### config.mk
export PLATFORM = sky130hd
export DESIGN_NAME = alu_iter_flat
export DESIGN_NICKNAME = d
export VERILOG_FILES = /design/src/rtl/alu_iter_if.sv /design/src/rtl/alu_iter.sv /design/src/flat_wrapper.sv
export SDC_FILE = /design/constraint.sdc
export NUM_CORES = 1
export LEC_CHECK = 0
export ABC_AREA = 1
export CAP_MARGIN = 10
export CORE_MARGIN = 5
export CORE_UTILIZATION = 61
export CTS_CLUSTER_SIZE = 30
export DETAILED_ROUTE_END_ITERATION = 6
export GPL_TIMING_DRIVEN = 0
export PLACE_DENSITY_LB_ADDON = 0.15
export SYNTH_ARGS = -nofsm -noshare
export SYNTH_HDL_FRONTEND = slang
export SYNTH_SLANG_ARGS = --single-unit
### constraint.sdc
create_clock -name clk -period 4.9 [get_ports clk]
set_input_delay 0.735 -clock clk [delete_from_list [all_inputs] [get_ports clk]]
set_output_delay 0.735 -clock clk [all_outputs]
set_load 0.01 [all_outputs]
### src/rtl/alu_iter_if.sv
// Request/response bundle between the operand read stage, alu_iter and writeback.
interface alu_iter_if #(parameter int W = 8);
    logic         start_i;
    logic [4:0]   alu_cmd;
    logic [W-1:0] inA;
    logic [W-1:0] inB;
    logic         sc_i;
    logic         busy_o;
    logic         valid_o;
    logic [W-1:0] rslt;
    logic [W-1:0] hi_o;
    logic         sc_o;
    logic         cnd;
    logic         zero;
    logic         pari;

    modport master (output start_i, alu_cmd, inA, inB, sc_i,
                    input  busy_o, valid_o, rslt, hi_o, sc_o, cnd, zero, pari);
    modport slave  (input  start_i, alu_cmd, inA, inB, sc_i,
                    output busy_o, valid_o, rslt, hi_o, sc_o, cnd, zero, pari);
endinterface

### src/rtl/alu_iter.sv
// Registered ALU: single-cycle ops plus iterative shift-add MUL and restoring DIVU.
// Optional macro ALU_SAT_EN adds unsigned saturating ADDS (11) / SUBS (12).
module alu_iter #(
    parameter int W = 8
) (
    input  logic      clk,
    input  logic      rst_n,
    alu_iter_if.slave bus
);
    localparam int CNT_W = $clog2(W) + 1;

    localparam logic [4:0] OP_ADD = 5'd0, OP_SUB = 5'd1, OP_AND = 5'd2, OP_XOR = 5'd3,
                           OP_CMP = 5'd4, OP_CEQ = 5'd5, OP_LSL = 5'd6, OP_LSR = 5'd7,
                           OP_MOV = 5'd8, OP_MUL = 5'd9, OP_DIV = 5'd10;
`ifdef ALU_SAT_EN
    localparam logic [4:0] OP_ADDS = 5'd11, OP_SUBS = 5'd12;
`endif

    typedef enum logic [1:0] {IDLE, MUL, DIV} state_t;
    state_t state, state_nxt;

    // op_r holds the multiplicand (MUL) or divisor (DIV); q_r the multiplier or dividend/quotient
    logic [W-1:0]     op_r, q_r, acc_r;
    logic [CNT_W-1:0] cnt_r;
    logic [W-1:0]     rslt_r, hi_r;
    logic             sc_r, cnd_r, zero_r, pari_r, valid_r;

    logic [W-1:0] a, b;
    logic         last, ld;
    logic         wr, sc_nxt, cnd_nxt;
    logic [W-1:0] res_nxt, hi_nxt;

    assign a    = bus.inA;
    assign b    = bus.inB;
    assign last = (cnt_r == CNT_W'(W - 1));

    logic [W:0] add_full, sub_full;
    assign add_full = {1'b0, a} + {1'b0, b} + (W+1)'(bus.sc_i);
    assign sub_full = {1'b0, a} + {1'b0, ~b} + (W+1)'(1) - (W+1)'(bus.sc_i);
`ifdef ALU_SAT_EN
    logic [W:0] adds_full;
    assign adds_full = {1'b0, a} + {1'b0, b};
`endif

    logic [W:0]   mul_sum;
    logic [W-1:0] mul_acc_nxt, mul_q_nxt;
    assign mul_sum     = {1'b0, acc_r} + (q_r[0] ? {1'b0, op_r} : '0);
    assign mul_acc_nxt = mul_sum[W:1];
    assign mul_q_nxt   = {mul_sum[0], q_r[W-1:1]};

    logic [W:0]   div_sh, div_diff;
    logic         div_ok;
    logic [W-1:0] div_acc_nxt, div_q_nxt;
    assign div_sh      = {acc_r, q_r[W-1]};
    assign div_diff    = div_sh - {1'b0, op_r};
    assign div_ok      = (div_sh >= {1'b0, op_r});
    assign div_acc_nxt = div_ok ? div_diff[W-1:0] : div_sh[W-1:0];
    assign div_q_nxt   = {q_r[W-2:0], div_ok};

    always_ff @(posedge clk or negedge rst_n) begin
        if (!rst_n) state <= IDLE;
        else        state <= state_nxt;
    end

    always_comb begin
        state_nxt = state;
        case (state)
            IDLE: if (bus.start_i) begin
                if (bus.alu_cmd == OP_MUL)                    state_nxt = MUL;
                else if (bus.alu_cmd == OP_DIV && b != '0)    state_nxt = DIV;
            end
            MUL, DIV: if (last) state_nxt = IDLE;
            default: state_nxt = IDLE;
        endcase
    end

    always_comb begin
        ld      = 1'b0;
        wr      = 1'b0;
        res_nxt = '0;
        hi_nxt  = '0;
        sc_nxt  = 1'b0;
        cnd_nxt = 1'b0;
        case (state)
            IDLE: if (bus.start_i) begin
                if (bus.alu_cmd == OP_MUL || (bus.alu_cmd == OP_DIV && b != '0)) begin
                    ld = 1'b1;
                end else begin
                    wr = 1'b1;
                    case (bus.alu_cmd)
                        OP_ADD: {sc_nxt, res_nxt} = add_full;
                        OP_SUB: {sc_nxt, res_nxt} = sub_full;
                        OP_AND: res_nxt = a & b;
                        OP_XOR: res_nxt = a ^ b;
                        OP_CMP: cnd_nxt = (a > b);
                        OP_CEQ: cnd_nxt = (a == b);
                        OP_LSL: {sc_nxt, res_nxt} = {a, bus.sc_i};
                        OP_LSR: {res_nxt, sc_nxt} = {bus.sc_i, a};
                        OP_MOV: res_nxt = b;
                        OP_DIV: begin  // divide by zero, resolved without iterating
                            res_nxt = '1;
                            hi_nxt  = a;
                            sc_nxt  = 1'b1;
                        end
`ifdef ALU_SAT_EN
                        OP_ADDS: begin
                            sc_nxt  = adds_full[W];
                            res_nxt = adds_full[W] ? '1 : adds_full[W-1:0];
                        end
                        OP_SUBS: begin
                            // carry-out of A+~B+1 is 1 whenever there is no borrow, as for SUB
                            sc_nxt  = 1'b1;
                            res_nxt = (a < b) ? '0 : a - b;
                        end
`endif
                        default: ;
                    endcase
                end
            end
            MUL: if (last) begin
                wr      = 1'b1;
                res_nxt = mul_q_nxt;
                hi_nxt  = mul_acc_nxt;
                sc_nxt  = |mul_acc_nxt;
            end
            DIV: if (last) begin
                wr      = 1'b1;
                res_nxt = div_q_nxt;
                hi_nxt  = div_acc_nxt;
            end
            default: ;
        endcase
    end

    always_ff @(posedge clk or negedge rst_n) begin
        if (!rst_n) begin
            op_r <= '0; q_r <= '0; acc_r <= '0; cnt_r <= '0;
            rslt_r <= '0; hi_r <= '0; sc_r <= 1'b0; cnd_r <= 1'b0;
            zero_r <= 1'b1; pari_r <= 1'b0; valid_r <= 1'b0;
        end else begin
            if (ld) begin
                op_r  <= (bus.alu_cmd == OP_MUL) ? a : b;
                q_r   <= (bus.alu_cmd == OP_MUL) ? b : a;
                acc_r <= '0;
                cnt_r <= '0;
            end else if (state == MUL) begin
                acc_r <= mul_acc_nxt;
                q_r   <= mul_q_nxt;
                cnt_r <= cnt_r + 1'b1;
            end else if (state == DIV) begin
                acc_r <= div_acc_nxt;
                q_r   <= div_q_nxt;
                cnt_r <= cnt_r + 1'b1;
            end
            valid_r <= wr;
            if (wr) begin
                rslt_r <= res_nxt;
                hi_r   <= hi_nxt;
                sc_r   <= sc_nxt;
                cnd_r  <= cnd_nxt;
                zero_r <= (res_nxt == '0);
                pari_r <= ^res_nxt;
            end
        end
    end

    assign bus.busy_o  = (state != IDLE);
    assign bus.valid_o = valid_r;
    assign bus.rslt    = rslt_r;
    assign bus.hi_o    = hi_r;
    assign bus.sc_o    = sc_r;
    assign bus.cnd     = cnd_r;
    assign bus.zero    = zero_r;
    assign bus.pari    = pari_r;
endmodule

### src/flat_wrapper.sv
// flat-port wrapper written by rule: the top's interface ports become plain ports
module alu_iter_flat 
#(
    parameter int W = 8
)
  (clk, rst_n, bus_start_i, bus_alu_cmd, bus_inA, bus_inB, bus_sc_i, bus_busy_o, bus_valid_o, bus_rslt, bus_hi_o, bus_sc_o, bus_cnd, bus_zero, bus_pari);
  alu_iter_if #(.W(W)) bus_i ();
  input  logic clk;
  input  logic rst_n;
  input wire logic [$bits(bus_i.start_i)-1:0] bus_start_i;
  input wire logic [$bits(bus_i.alu_cmd)-1:0] bus_alu_cmd;
  input wire logic [$bits(bus_i.inA)-1:0] bus_inA;
  input wire logic [$bits(bus_i.inB)-1:0] bus_inB;
  input wire logic [$bits(bus_i.sc_i)-1:0] bus_sc_i;
  output wire logic [$bits(bus_i.busy_o)-1:0] bus_busy_o;
  output wire logic [$bits(bus_i.valid_o)-1:0] bus_valid_o;
  output wire logic [$bits(bus_i.rslt)-1:0] bus_rslt;
  output wire logic [$bits(bus_i.hi_o)-1:0] bus_hi_o;
  output wire logic [$bits(bus_i.sc_o)-1:0] bus_sc_o;
  output wire logic [$bits(bus_i.cnd)-1:0] bus_cnd;
  output wire logic [$bits(bus_i.zero)-1:0] bus_zero;
  output wire logic [$bits(bus_i.pari)-1:0] bus_pari;
  assign bus_i.start_i = bus_start_i;
  assign bus_i.alu_cmd = bus_alu_cmd;
  assign bus_i.inA = bus_inA;
  assign bus_i.inB = bus_inB;
  assign bus_i.sc_i = bus_sc_i;
  assign bus_busy_o = bus_i.busy_o;
  assign bus_valid_o = bus_i.valid_o;
  assign bus_rslt = bus_i.rslt;
  assign bus_hi_o = bus_i.hi_o;
  assign bus_sc_o = bus_i.sc_o;
  assign bus_cnd = bus_i.cnd;
  assign bus_zero = bus_i.zero;
  assign bus_pari = bus_i.pari;
  alu_iter #(.W(W)) u_core (.clk(clk), .rst_n(rst_n), .bus(bus_i));
endmodule
==> results_dict.tcl <==
set metrics [dict create \
    peakVddDrop_mv 0.197 \
    rsz0062_at_grt "no" \
    synth_cell_types 40 \
    antenna_found_initial 0 \
    cp.depth 18 \
    cts_root_buf "clkbuf_8" \
    setup_tns_ps 0 \
    clk_path_buf_depth 2 \
    hold_viol_final 0 \
    grt_pass1_vias 5977 \
    syn-cell-area_sq_um 5580 \
    synth-seq-cells 51 \
    reg2reg_from "u_core.acc_r[1]" \
    powerDensity_nw_per_um2 489 \
    dp_hpwl_microns 14200 \
    critPathMostFrequentCell "nand2_1" \
    die_area_sq_um 11200 \
    clk_latency_ps 310 \
    ant_nets 0 \
    ys_async_sr_fraction 1.00 \
    core_sq_um 8810 \
    grt_pass1_wl_microns 28700 \
    synth-main-ff-cell "dfrtp_1" \
    critPathMaxFanout 7 \
    synthSimpleGateAreaFrac 0.366 \
    synth_top_cells_by_count "280 x nand2_1, 126 x inv_1, 74 x nand3_1" \
    area_growth_syn_to_layout_pct 12.5 \
    diodes 0 \
    wl_per_cell_microns 16.7 \
    synthCells 878 \
    htreeDepth 2 \
    final_cells 1040 \
    place.port_buffers 45 \
    period_needed_ps 3870 \
    synth-seq-area-share 0.229 \
    die_y_microns 106 \
    post-route-period-util 0.790 \
    crit_family "adder cells" \
    yosys.area_share.adder 0.145 \
    reg2reg_to "u_core.bus.pari" \
    rows 34 \
    cts_made_buffers 5 \
    post-cts-setup-buffer-count 0 \
    path_class "input port to flop" \
    cp_slowest_cell "clkdlybuf4s50_1" \
    worstSetupStartpoint "bus_inA[0]" \
    dr.pass1.iters 6 \
    synthTopCellsByArea "dfrtp_1 22%, nand2_1 19%, ha_1 12%" \
    fin_hold_ws_ps 310 \
    cp.arrival_ps 4070 \
    r2r_cells 14 \
    wl_microns 17400 \
    synth_edf_count 0 \
    drive_gt1_frac 0.0472 \
    cts_tree "yes" \
    critPathRequiredTime_ps 5100 \
    cp-start-kind "input port" \
    p_leak_nw 3.27 \
    ios 47 \
    end_kind "flop" \
    final_max_slew_viol_count 0 \
    max_cap_violations 0 \
    clock.fmax_mhz 258 \
    setup_viol 0 \
    slowest_delay_ps 530 \
    synth_top_area_share 0.224 \
    critPathCapture "u_core.bus.pari" \
    worstMarginPinSlew_ps 559 \
    initial_core_util 0.633 \
    path_cells "clkdlybuf4s50_1, inv_1, fa_1, fa_1, nand2_1, nand2_1, nand2_1, nand3_1, nand3b_1, nand3_1, nand3_1, nand2_1, nand2_1, nand2_1, ha_1, xnor2_1, xnor2_1, o21ai_0" \
    avgSynthCellArea_sq_um 6.35 \
    synth_xor_area_frac 0.0189 \
    synth_nets 964 \
    synth_top_family_by_area "simple AND/OR/NAND/NOR gates" \
    ctsResizeCount 0 \
    relSlewSlack 0.627 \
    yosysMostFrequentCell "nand2_1" \
    fin_skew_ps 7.14 \
    cts_hold_buf 0 \
    synth-compound-area-share 0.136 \
    grt.overflow.total 0 \
    status "completed" \
    hold_path_class "input port to asynchronous set/reset pin" \
    cp_num_buf_inv 2 \
    die_w_microns 106 \
    vias 6162 \
    grt_max_degree 41 \
    yosysTopAreaCell "dfrtp_1" \
    synth_mux_area_frac 0 \
    clk_pin_slew_ps 100 \
    r2r_slack_ps 2140 \
    via_per_inst 5.93 \
    multi_input_area_sq_um 3710 \
    area.sequential_sq_um 1280 \
    drc 0 \
    drt-initial-drc-count 503 \
    grt_usage 0.317 \
    yosysWarnings 0 \
    gp_congestion 1.04 \
    dp.cells 1032 \
    n_fill_cell 793 \
    fin_nets 1017 \
    cts.sinks 51 \
]
==> through the flow <==
stage	worst slack (ps)	power, W	util	instance area (sq um)
finish	1030	0.00307	0.712	6270
global route	809	0.00335	0.712	6270
CTS	1060	0.00302	0.712	6270
floorplan	1710	0.00214	-	5580
global placement	807	0.00268	0.700	6160
detailed placement	732	0.00276	0.701	6180
==> placed cells by master (no fill, tap or decap), drive strengths merged, types with 4 or more instances in the layout <==
cell	netlist	layout
nand2	286	286
inv	133	134
nand3	76	76
nor2	74	74
ha	55	55
dfrtp	50	50
o21ai	50	50
clkdlybuf4s50	0	44
a21oi	36	36
o211ai	27	27
clkbuf	12	18
nand4	17	17
buf	7	9
xnor2	8	8
nand3b	8	8
o22ai	7	7
fa	6	6
nor3	5	5
xor2	4	4
o21a	4	4
or2	4	4
==> how the worst min path moves through the flow <==
stage                         end
2_1_floorplan     u_core.acc_r[0]
3_3_place_gp   u_core.bus.rslt[0]
3_5_place_dp   u_core.bus.rslt[2]
4_1_cts            u_core.op_r[7]
5_1_grt           u_core.acc_r[4]
6_report          u_core.acc_r[4]
==> cells by family (layout without fill, tap and decap cells) <==
family / count (synthesis) / in the layout
and+or+nand+nor: 472 / 472
buffers and inverters: 152 / 206
AOI/OAI and AO/OA: 130 / 130
adders and majority gates: 61 / 61
DFF: 51 / 51
xor gates and xnor gates: 12 / 12
==> sequential cells by signal, indices dropped and copies added (netlist names) <==
signal,count
u_core.bus.zero,1
u_core.cnt_r,4
u_core.bus.sc_o,1
u_core.q_r,8
u_core.bus.valid_o,1
u_core.state,2
u_core.acc_r,8
u_core.op_r,8
u_core.bus.rslt,8
u_core.bus.hi_o,8
u_core.bus.pari,1
u_core.bus.cnd,1
==> area by class of cell <==
type / count / share of cell area
clock buffer: 6 / 0.0132
buffer: 19 / 0.0142
inverter: 133 / 0.0796
timing repair buffer: 46 / 0.0742
tap: 108 / 0.0215
clock inverter: 2 / 0.00219
multi-input combinational: 675 / 0.591
sequential: 51 / 0.204
==> routing by layer <==
layer  vias up  global-route usage  wire, microns
li1       2944                   -              -
met1      2842               0.398           6970
met2       304               0.526           8120
met3        72              0.0452           1300
met4         0               0.173            977
met5         -                   0              0
==> power by group <==
group          switching [W]  internal [W]
clock               0.000153      0.000116
combinational        0.00131      0.000755
sequential          0.000137      0.000594
(Power assumes the default switching activity.)
